===== src/rtl/serial_adder_if.sv =====
// Operand/result handshake bundle for serial_adder.
// The slave side is the adder; the master side supplies operands and consumes results.
interface serial_adder_if #(
  parameter int WIDTH = 16
);
  logic             in_valid;
  logic             in_ready;
  logic [WIDTH-1:0] a;
  logic [WIDTH-1:0] b;
  logic             ci;
  logic             sub;
  logic             out_valid;
  logic             out_ready;
  logic [WIDTH-1:0] sum;
  logic             co;
  logic             ovf;

  modport slave (
    input  in_valid, a, b, ci, sub, out_ready,
    output in_ready, out_valid, sum, co, ovf
  );

  modport master (
    output in_valid, a, b, ci, sub, out_ready,
    input  in_ready, out_valid, sum, co, ovf
  );
endinterface


===== src/rtl/serial_adder.sv =====
// Add/subtract unit that processes one CHUNK-bit slice per cycle, LSB first,
// with the inter-slice carry held in a register. Result held in DONE until taken.
module serial_adder #(
  parameter int WIDTH = 16,
  parameter int CHUNK = 4
) (
  input  logic            clk,
  input  logic            rst_n,
  serial_adder_if.slave   bus
);
  localparam int NCHUNK = WIDTH / CHUNK;
  localparam int CW     = (NCHUNK > 1) ? $clog2(NCHUNK) : 1;
  localparam logic [CW-1:0] LAST = CW'(NCHUNK - 1);

  if ((WIDTH < 1) || (CHUNK < 1) || ((WIDTH % CHUNK) != 0)) begin : g_bad_param
    $error("serial_adder: WIDTH must be >= 1 and a multiple of CHUNK");
  end

  typedef enum logic [1:0] {
    S_IDLE = 2'd0,
    S_RUN  = 2'd1,
    S_DONE = 2'd2
  } state_t;

  state_t           state_q, state_d;
  logic [WIDTH-1:0] a_q, a_d;
  logic [WIDTH-1:0] b_q, b_d;
  logic             carry_q, carry_d;
  logic [CW-1:0]    cnt_q, cnt_d;
  logic [WIDTH-1:0] sum_q, sum_d;
  logic             co_q, co_d;
  logic             ovf_q, ovf_d;
  logic             in_ready_q, in_ready_d;
  logic             out_valid_q, out_valid_d;
  logic [CHUNK:0]   slice_s;
  logic [31:0]      base_s;

  // Next-state, slice arithmetic and registered-output decode
  always_comb begin
    state_d   = state_q;
    a_d       = a_q;
    b_d       = b_q;
    carry_d   = carry_q;
    cnt_d     = cnt_q;
    sum_d     = sum_q;
    co_d      = co_q;
    ovf_d     = ovf_q;
    base_s    = 32'(cnt_q) * 32'(CHUNK);
    slice_s   = {1'b0, a_q[base_s +: CHUNK]} + {1'b0, b_q[base_s +: CHUNK]}
              + {{CHUNK{1'b0}}, carry_q};

    case (state_q)
      S_IDLE: begin
        if (bus.in_valid) begin
          // Subtraction is a + ~b + !borrow_in, so both are folded in at accept time
          a_d     = bus.a;
          b_d     = bus.sub ? ~bus.b : bus.b;
          carry_d = bus.ci ^ bus.sub;
          cnt_d   = '0;
          state_d = S_RUN;
        end else begin
          state_d = S_IDLE;
        end
      end
      S_RUN: begin
        sum_d[base_s +: CHUNK] = slice_s[CHUNK-1:0];
        carry_d                = slice_s[CHUNK];
        if (cnt_q == LAST) begin
          co_d    = slice_s[CHUNK];
          ovf_d   = (a_q[WIDTH-1] == b_q[WIDTH-1]) && (slice_s[CHUNK-1] != a_q[WIDTH-1]);
          cnt_d   = '0;
          state_d = S_DONE;
        end else begin
          cnt_d   = cnt_q + CW'(1);
        end
      end
      S_DONE: begin
        if (bus.out_ready) begin
          state_d = S_IDLE;
        end else begin
          state_d = S_DONE;
        end
      end
      default: begin
        state_d = S_IDLE;
      end
    endcase

    in_ready_d  = (state_d == S_IDLE);
    out_valid_d = (state_d == S_DONE);
  end

  // State, datapath and output registers
  always_ff @(posedge clk or negedge rst_n) begin
    if (!rst_n) begin
      state_q     <= S_IDLE;
      a_q         <= '0;
      b_q         <= '0;
      carry_q     <= 1'b0;
      cnt_q       <= '0;
      sum_q       <= '0;
      co_q        <= 1'b0;
      ovf_q       <= 1'b0;
      in_ready_q  <= 1'b1;
      out_valid_q <= 1'b0;
    end else begin
      state_q     <= state_d;
      a_q         <= a_d;
      b_q         <= b_d;
      carry_q     <= carry_d;
      cnt_q       <= cnt_d;
      sum_q       <= sum_d;
      co_q        <= co_d;
      ovf_q       <= ovf_d;
      in_ready_q  <= in_ready_d;
      out_valid_q <= out_valid_d;
    end
  end

  assign bus.in_ready  = in_ready_q;
  assign bus.out_valid = out_valid_q;
  assign bus.sum       = sum_q;
  assign bus.co        = co_q;
  assign bus.ovf       = ovf_q;
endmodule


===== src/flat_wrapper.sv =====
// flat-port wrapper written by rule: the top's interface ports become plain ports
module serial_adder_flat 
#(
  parameter int WIDTH = 16,
  parameter int CHUNK = 4
)
  (clk, rst_n, bus_in_valid, bus_a, bus_b, bus_ci, bus_sub, bus_out_ready, bus_in_ready, bus_out_valid, bus_sum, bus_co, bus_ovf);
  serial_adder_if #(.WIDTH(WIDTH)) bus_i ();
  input  logic clk;
  input  logic rst_n;
  input wire logic [$bits(bus_i.in_valid)-1:0] bus_in_valid;
  input wire logic [$bits(bus_i.a)-1:0] bus_a;
  input wire logic [$bits(bus_i.b)-1:0] bus_b;
  input wire logic [$bits(bus_i.ci)-1:0] bus_ci;
  input wire logic [$bits(bus_i.sub)-1:0] bus_sub;
  input wire logic [$bits(bus_i.out_ready)-1:0] bus_out_ready;
  output wire logic [$bits(bus_i.in_ready)-1:0] bus_in_ready;
  output wire logic [$bits(bus_i.out_valid)-1:0] bus_out_valid;
  output wire logic [$bits(bus_i.sum)-1:0] bus_sum;
  output wire logic [$bits(bus_i.co)-1:0] bus_co;
  output wire logic [$bits(bus_i.ovf)-1:0] bus_ovf;
  assign bus_i.in_valid = bus_in_valid;
  assign bus_i.a = bus_a;
  assign bus_i.b = bus_b;
  assign bus_i.ci = bus_ci;
  assign bus_i.sub = bus_sub;
  assign bus_i.out_ready = bus_out_ready;
  assign bus_in_ready = bus_i.in_ready;
  assign bus_out_valid = bus_i.out_valid;
  assign bus_sum = bus_i.sum;
  assign bus_co = bus_i.co;
  assign bus_ovf = bus_i.ovf;
  serial_adder #(.WIDTH(WIDTH), .CHUNK(CHUNK)) u_core (.clk(clk), .rst_n(rst_n), .bus(bus_i));
endmodule

===== config.mk =====
export PLATFORM = sky130hd
export DESIGN_NAME = serial_adder_flat
export DESIGN_NICKNAME = d
export VERILOG_FILES = /design/src/rtl/serial_adder_if.sv /design/src/rtl/serial_adder.sv /design/src/flat_wrapper.sv
export SDC_FILE = /design/constraint.sdc
export NUM_CORES = 1
export LEC_CHECK = 0
export BUFFER_PORTS_ARGS = -buffer_cell sky130_fd_sc_hd__buf_2
export CAP_MARGIN = 30
export CORE_UTILIZATION = 35
export DETAILED_ROUTE_END_ITERATION = 16
export SYNTH_ARGS = -nofsm -noshare
export SYNTH_HDL_FRONTEND = slang
export SYNTH_SLANG_ARGS = --single-unit
export TNS_END_PERCENT = 1

===== constraint.sdc =====
create_clock -name clk -period 7.3 [get_ports clk]
set_input_delay 1.46 -clock clk [delete_from_list [all_inputs] [get_ports clk]]
set_output_delay 1.46 -clock clk [all_outputs]
set_load 0.01 [all_outputs]

==> flow_summary.ini, run 1 <==
[clock_network]
clock-sinks = 57
root_buffer = clkbuf_8
cts_resized = 0
holdBufCountCts = 0
numCtsBuffers = 9
cts.clk_slew.worst_paths_ns = 0.06
cts_tree = done
clock_tree.buffer_depth = 2
htree_num_levels = 3
post_cts_buffers = 0
clk_latency_ns = 0.33

[final_layout]
drive_above_1_share_pct = 31.80
num_antenna_cells = 0
nNetsFinal = 327
seqCellArea_mm2 = 0.001428
utilization_pct = 44.23
multiInputGateArea_mm2 = 0.001229
fillers = 733
syn_to_final_growth_pct = 20.03
layout.cells.non_filler = 382

[synth]
synth_cells = 219
synth_xor_area_share_pct = 5.775
yosys-top-cells-count = dfrtp_1, nor2_1, a21oi_1
synth_cell_types = 34
synthMuxAreaShare_pct = 13.57
async_reset_ff_share_pct = 100.0
synth-edff-count = 0
avgSynthCellArea_um2 = 12.47
yosys.area.top_type = dfrtp_1
synthAdderAreaFrac_pct = 5.591
synth_seq_cells = 57
synthFlopType = dfrtp_1
synth_top_family_by_area = multiplexers
syn_area_mm2 = 0.002730
synthTopCellsByArea = dfrtp_1, mux2_1, mux4_2, a22o_1, xnor2_1
ys_seq_area_share_pct = 52.29
synth_most_common_cell = dfrtp_1
yosys_warnings = 0
synth_simple_gate_area_share_pct = 8.295
synth_compound_area_share_pct = 11.55
yosys.area.top_type_share_pct = 51.33
syn_nets = 268

[floorplan]
die_area_mm2 = 0.008158
num_rows = 31
coreArea_mm2 = 0.007408
die_h_um = 90.32
start_util_pct = 36.85
die_w_um = 90.32
pin_count = 58

[routing]
vias = 1836
wire_per_inst_um = 14.28
initialDrtViolationCount = 68
drtAntennaViolNets = 0
route.detailed.drc = 0
first_pass_iters = 4
vias_per_cell = 4.806
wl_um = 5454

[power]
pwr-share-seq_pct = 36.4
power.switching_w = 0.0006430
clkPwrFrac_pct = 16.3
p_leak_nw = 1.487
internal-power_w = 0.0009297
worst_ir_drop_vdd_mv = 0.2004
sw_frac_of_total_pct = 40.88
p_comb_share_pct = 47.3
p_per_area_mw_per_mm2 = 479.9

[sta]
setup_ws_ns = 4.354
fin_crit_sh_pct = 40.36
worst_pin_slew_ns = 0.7802
hold_violations = 0
maxSlewHeadroom_pct = 47.99
setup_viol = 0
fin_crit_ns = 2.946
rsz0062_at_grt = no
report.final.slew_viol_count = 0
clock.fmax_mhz = 339.4
setup-tns-final_ns = 0
finClkSkew_ns = 0.005015

[global_routing]
antenna_found_initial = 0
grt_max_degree = 58
overflow = 0
first_global_vias = 1803
grt_pass1_wl_um = 9108
track_usage_pct = 14.53

[setup_path]
cp_slowest_cell = dfrtp_1
end_kind = flip-flop
cp_data_arrival_time_ns = 3.22
crit_required_ns = 7.57
cp_common_cell = fa_1
critPathMaxStageDelay_ns = 0.85
start_kind = flip-flop
crit_path_cell_trace = mux4_2 > fa_1 > fa_1 > xor2_1 > a22o_1
cp_max_fo = 16
crit_type = flip-flop to flip-flop

[placed_design]
hpwl_um = 3861
port_buffers = 57
dpl.cell_count = 366
place.gp.congestion = 0.7825
preCtsSetupSlack_ns = 4.309

[worst_hold_path]
min_path_type = flip-flop to flip-flop

[job]
drv_cap = 0

[outcome]
status = finished, final reports clean
## per-layer routing
metal / share of wire (%) / track usage (%) / vias to the layer above
met1: 47 / 19.54 / 880
met5: 0 / 0 / -
met3: 5.3 / 5.892 / 2
met2: 48 / 21.63 / 56
met4: 0.64 / 4.032 / 0
li1: - / - / 898
## final timing paths
path,cells past startpoint,slack (ns),endpoint,start
max,5,4.35,u_core.bus.sum[14],u_core.cnt_q[0]
min,1,0.49,u_core.a_q[12],u_core.a_q[12]
max reg2reg,5,4.35,u_core.bus.sum[14],u_core.cnt_q[0]
min reg2reg,1,0.49,u_core.a_q[12],u_core.a_q[12]
max in group asynchronous,2,5.56,u_core.bus.sum[14],rst_n
min in group asynchronous,2,1.26,u_core.bus.sum[6],rst_n
## power by group through the flow
stage | clock network, W | logic, W | registers, W
after floorplan | 0 | 0.000564 | 0.000542
after global placement | 0 | 0.000734 | 0.000579
after detailed placement | 0 | 0.000757 | 0.000582
after CTS | 0.000268 | 0.000760 | 0.000576
after global routing | 0.000280 | 0.000832 | 0.000597
final | 0.000257 | 0.000743 | 0.000572
## state kept, by name, indices dropped and copies added (netlist names)
register and count:
u_core.carry_q 1, u_core.bus.out_valid 1, u_core.bus.sum 16, u_core.bus.co 1, u_core.cnt_q 2, u_core.a_q 16, u_core.b_q 16, u_core.bus.ovf 1
u_core.state_q 2, u_core.bus.in_ready 1
## stage by stage
step                      area (µm²)  total power, W  hold WS [ns]
after detailed placement        3103        0.001339        0.4794
after floorplan                 2730        0.001106        0.4524
after CTS                       3277        0.001604        0.4930
final                           3277        0.001573        0.4850
after global placement          3103        0.001313        0.4673
after global routing            3277        0.001709        0.5164
## cells by family (layout without fill, tap and decap cells)
family / count (synthesis) / in the layout
DFF: 57 / 57
muxes: 25 / 25
AOI/OAI and AO/OA: 47 / 47
buffers and inverters: 17 / 81
and+or+nand+nor: 44 / 44
xor gates and xnor gates: 18 / 18
adders and majority gates: 11 / 11
## cell usage in the layout, fill, tap and decap left out, types with 2 or more instances in the layout
cell and n:
dfrtp_1 56, buf_4 2, clkbuf_1 2, clkbuf_8 11
nor4_2 4, a22o_1 17, ha_1 9, xnor2_1 17
buf_2 57, inv_1 3, nand2b_1 2, inv_2 2
fa_1 2, mux4_2 8, mux2_1 16, nand2_1 11
nor2_1 22, clkinv_2 3, a21oi_1 20, o21ai_0 3
## critical path: cells and delay by family, from the launching register on
kind            cells  cell delay [ns]
compound gates      1             0.21
flops               1             0.85
mux                 1             0.61
fa+ha+maj           2             0.86
xor+xnor            1             0.36
## layout make-up
class	count	area share, %
Tap cell	99	3.780
Multi-Input combinational cell	145	37.50
Clock inverter	3	0.4582
Inverter	6	0.6873
Clock buffer	13	4.849
Sequential cell	57	43.57
Timing Repair Buffer	59	9.164
Power figures use the tool's default switching activity.
==> inputs of run 2 (changes only) <==
==> constraint.sdc (replaced) <==
create_clock -name clk -period 2.85 [get_ports clk]
set_input_delay 0.57 -clock clk [delete_from_list [all_inputs] [get_ports clk]]
set_output_delay 0.57 -clock clk [all_outputs]
set_load 0.01 [all_outputs]
==> run 2 against run 1 <==
Against the previous run: die area is the same; critical endpoint unchanged; combinational power rose to 2.7 times the previous value; largest cell class unchanged; sequential share of layout area down 0.86 points; register-to-register slack got worse by 4.1 ns; maximum frequency up 13%; largest power group unchanged.
==> flow_summary.ini, run 2 (synthesis results as in run 1) <==
[outcome]
status = finished, final reports clean

[floorplan]
die_w_um = 90.32
die_h_um = 90.32
coreArea_mm2 = 0.007408
start_util_pct = 36.85
num_rows = 31
pin_count = 58
die_area_mm2 = 0.008158

[routing]
wire_per_inst_um = 14.30
drtAntennaViolNets = 0
route.detailed.drc = 0
wl_um = 5519
vias = 1902
first_pass_iters = 4
vias_per_cell = 4.927
initialDrtViolationCount = 54

[sta]
hold_violations = 0
maxSlewHeadroom_pct = 67.47
finClkSkew_ns = 0.01103
rsz0062_at_grt = no
worst_pin_slew_ns = 0.4879
clock.fmax_mhz = 384.1
report.final.slew_viol_count = 0
fin_crit_ns = 2.604
setup-tns-final_ns = 0
fin_crit_sh_pct = 91.36
setup_viol = 0

[final_layout]
final_common_cell = buf_2
fillers = 728
drive_above_1_share_pct = 33.10
syn_to_final_growth_pct = 22.46
num_antenna_cells = 0
nNetsFinal = 331
layout_common_cells = buf_2, dfrtp_1, nor2_1

[clock_network]
root_buffer = clkbuf_8
post_cts_buffers = 0
cts_tree = done
holdBufCountCts = 0
cts.clk_slew.worst_paths_ns = 0.07
cts_resized = 0
clock-sinks = 57
clock_tree.buffer_depth = 2
clk_latency_ns = 0.34
htree_num_levels = 3
numCtsBuffers = 9

[global_routing]
first_global_vias = 1846
antenna_found_initial = 0
grt_pass1_wl_um = 9156
grt_max_degree = 49
overflow = 0
track_usage_pct = 14.67

[setup_path]
cp_max_fo = 6
cp_slowest_cell = mux4_2
crit_family = adder cells
start_kind = flip-flop
crit_type = flip-flop to flip-flop
cp_num_buf_inv = 0
end_kind = flip-flop
cp_data_arrival_time_ns = 2.88
crit_path_cell_trace = mux4_2 > fa_1 > fa_1 > xor2_1 > a22o_1
critPathMaxStageDelay_ns = 0.57
cp_common_cell = fa_1
crit_required_ns = 3.13

[power]
p_leak_nw = 1.520
total_power_w = 0.004222
p_per_area_mw_per_mm2 = 1263
worst_ir_drop_vdd_mv = 0.4465

[placed_design]
port_buffers = 57
place.gp.congestion = 0.7707
hpwl_um = 4054

[worst_hold_path]
min_path_type = input port to async pin

[job]
drv_cap = 0
==> run 2: path summary, 6_finish.rpt <==
check / start / endpoint / slack [ns] / depth (start not counted)
max: u_core.cnt_q[0] / u_core.bus.sum[14] / 0.25 / 5
max reg2reg: u_core.cnt_q[0] / u_core.bus.sum[14] / 0.25 / 5
min in group clk: bus_a[0] / u_core.a_q[0] / 0.44 / 2
max in group asynchronous: rst_n / u_core.a_q[15] / 2.03 / 2
min reg2reg: u_core.a_q[14] / u_core.a_q[14] / 0.49 / 1
min: rst_n / u_core.state_q[1] / 0.15 / 1
==> run 2: through the flow <==
| stage | setup WS, ns | hold slack [ns] | utilization (%) | instance area [µm²] | std cells |
|---|---|---|---|---|---|
| 4_1_cts | 0.2273 | 0.1587 | 45.13 | 3343 | 386 |
| 2_1_floorplan | 0.1948 | 0.2744 | - | 2730 | 219 |
| 5_1_grt | 0.1009 | 0.1824 | 45.13 | 3343 | 386 |
| 6_report | 0.2463 | 0.1518 | 45.13 | 3343 | 386 |
| 3_5_place_dp | 0.2560 | 0.4777 | 42.29 | 3133 | 370 |
| 3_3_place_gp | 0.3082 | 0.4752 | 42.29 | 3133 | 370 |
==> run 2: cell type report <==
| type | instances | area [µm²] | share of cell area [%] |
|---|---|---|---|
| Clock buffer | 10 | 127.6 | 3.817 |
| Clock inverter | 6 | 82.58 | 2.470 |
| Inverter | 6 | 22.52 | 0.6737 |
| Multi-Input combinational cell | 145 | 1229 | 36.75 |
| Sequential cell | 57 | 1428 | 42.70 |
| Tap cell | 99 | 123.9 | 3.705 |
| Timing Repair Buffer | 63 | 330.3 | 9.880 |
==> run 2: layer usage <==
| metal | vias up | part of all wire (%) | global-route usage (%) |
|---|---|---|---|
| met5 | - | 0 | 0 |
| met4 | 0 | 1.6 | 6.452 |
| met3 | 9 | 4.9 | 4.882 |
| met2 | 53 | 47 | 23.03 |
| met1 | 929 | 46 | 18.45 |
| li1 | 911 | - | - |
==> run 2: power by group <==
part	internal (W)	total, W	switching, W
registers	0.00117	0.00142	0.000249
logic	0.000879	0.00199	0.00111
clock network	0.000487	0.000807	0.000320
==> inputs of run 3 (changes only) <==
--- a/config.mk
+++ b/config.mk
@@ -7,8 +7,11 @@
 export LEC_CHECK = 0
 export BUFFER_PORTS_ARGS = -buffer_cell sky130_fd_sc_hd__buf_2
 export CAP_MARGIN = 30
+export CELL_PAD_IN_SITES_DETAIL_PLACEMENT = 1
+export CELL_PAD_IN_SITES_GLOBAL_PLACEMENT = 2
 export CORE_UTILIZATION = 35
 export DETAILED_ROUTE_END_ITERATION = 16
+export PLACE_DENSITY_LB_ADDON = 0.1
 export SYNTH_ARGS = -nofsm -noshare
 export SYNTH_HDL_FRONTEND = slang
 export SYNTH_SLANG_ARGS = --single-unit
==> run 3 against run 2 <==
Against the previous run: maximum frequency is 1.1% lower; core utilization hardly changed; critical path depth stayed put; setup slack worse by 0.028 ns; power is 1.9% higher; clock skew is 0.0078 ns lower; clock-buffer cell count is 2 higher; design area hardly changed; hold slack better by 0.13 ns; non-clock buffer count stayed put; cell count is 0.26% lower; via count is 0.53% lower; largest power group unchanged; highest routed layer unchanged.
==> flow_summary.ini, run 3 (synthesis results as in run 1) <==
[outcome]
status = finished, final reports clean

[final_layout]
seqCellArea_mm2 = 0.001429
drive_above_1_share_pct = 33.22
syn_to_final_growth_pct = 22.41
nNetsFinal = 331
final_area_mm2 = 0.003342
layout_common_cells = buf_2, dfrtp_1, nor2_1
multiInputGateArea_mm2 = 0.001229
num_antenna_cells = 0
utilization_pct = 45.11
fillers = 820
final_common_cell = buf_2

[floorplan]
coreArea_mm2 = 0.007408
die_h_um = 90.32
die_area_mm2 = 0.008158
pin_count = 58
die_w_um = 90.32
start_util_pct = 36.85
num_rows = 31

[setup_path]
ff2ff_path_depth = 5
timing.rr.start = u_core.cnt_q[1]
worstSetupStartpoint = u_core.cnt_q[1]
cp_data_arrival_time_ns = 2.91
start_kind = flip-flop
crit_type = flip-flop to flip-flop
end_kind = flip-flop
cp_max_fo = 13
crit_required_ns = 3.12

[sta]
clock.fmax_mhz = 380.0
maxSlewHeadroom_pct = 53.07
worst_pin_slew_ns = 0.7040
fin_crit_ns = 2.632
setup-tns-final_ns = 0
finClkSkew_ns = 0.003220
setup_viol = 0
report.final.slew_viol_count = 0
fin_crit_sh_pct = 92.35
setup_ws_ns = 0.2181
hold_violations = 0
rsz0062_at_grt = no
whs_ns = 0.2784

[routing]
first_pass_iters = 4
route.detailed.drc = 0
vias = 1892
vias_per_cell = 4.914
wire_per_inst_um = 15.85
initialDrtViolationCount = 41
wl_um = 6104
drtAntennaViolNets = 0

[clock_network]
root_buffer = clkbuf_8
holdBufCountCts = 0
cts_tree = done
clk_latency_ns = 0.34
clock-sinks = 57
post_cts_buffers = 0
numCtsBuffers = 9
clock_tree.buffer_depth = 2
cts.clk_slew.worst_paths_ns = 0.06
htree_num_levels = 3

[placed_design]
hpwl_um = 4594
place.gp.congestion = 0.7139
placed_area_mm2 = 0.003146
preCtsSetupSlack_ns = 0.09450
port_buffers = 57

[global_routing]
overflow = 0
first_global_vias = 2036
track_usage_pct = 16.58
grt_pass1_wl_um = 10220
grt_max_degree = 49
antenna_found_initial = 0

[power]
worst_ir_drop_vdd_mv = 0.5891
p_per_area_mw_per_mm2 = 1287
p_leak_nw = 1.519

[worst_hold_path]
min_path_type = input port to async pin

[job]
drv_cap = 0
## run 3: final cells by class
class	count	share of cell area [%]
repair buffers	63	10.26
well taps	99	3.706
multi-input cells	145	36.77
clock buffers	12	4.642
inverters	6	0.6739
clock inverters	3	1.198
flip-flops and latches	57	42.76
## run 3: per-stage QoR
stage	instances	total power (W)
finish	385	0.004302
global route	385	0.004652
CTS	385	0.004382
detailed placement	370	0.003610
global placement	370	0.003553
floorplan	219	0.002832
## run 3: timing repair
item	in CTS	in global routing
gates resized for setup	0	1
setup endpoints to repair	0	3
endpoints found under the hold margin	0	0
## run 3: worst paths after layout
kind | to | slack (ns)
setup / recovery | u_core.bus.sum[14] | 0.22
hold / removal | u_core.bus.out_valid | 0.28
setup reg to reg | u_core.bus.sum[14] | 0.22
hold reg to reg | u_core.a_q[12] | 0.49
max in group asynchronous | u_core.cnt_q[0] | 1.97
min in group clk | u_core.a_q[6] | 0.45
## run 3: critical path, stage by stage, from the launching register on
cell,delay (ns)
dfrtp_1,0.66
mux4_2,0.40
fa_1,0.45
fa_1,0.43
xor2_1,0.42
a22o_1,0.22
## run 3: layer usage
layer  GRT usage (%)  vias up  part of all wire [%]
met4           9.274        0                   2.5
met1           21.39      932                    46
met3           3.535       11                   3.2
met2           25.95       38                    48
li1                -      911                     -
met5               0        -                     0
## run 3: power by group
| part | total, W | switching, W | internal [W] |
|---|---|---|---|
| Clock | 0.000761 | 0.000317 | 0.000444 |
| Sequential | 0.00146 | 0.000287 | 0.00118 |
| Combinational | 0.00208 | 0.00114 | 0.000934 |
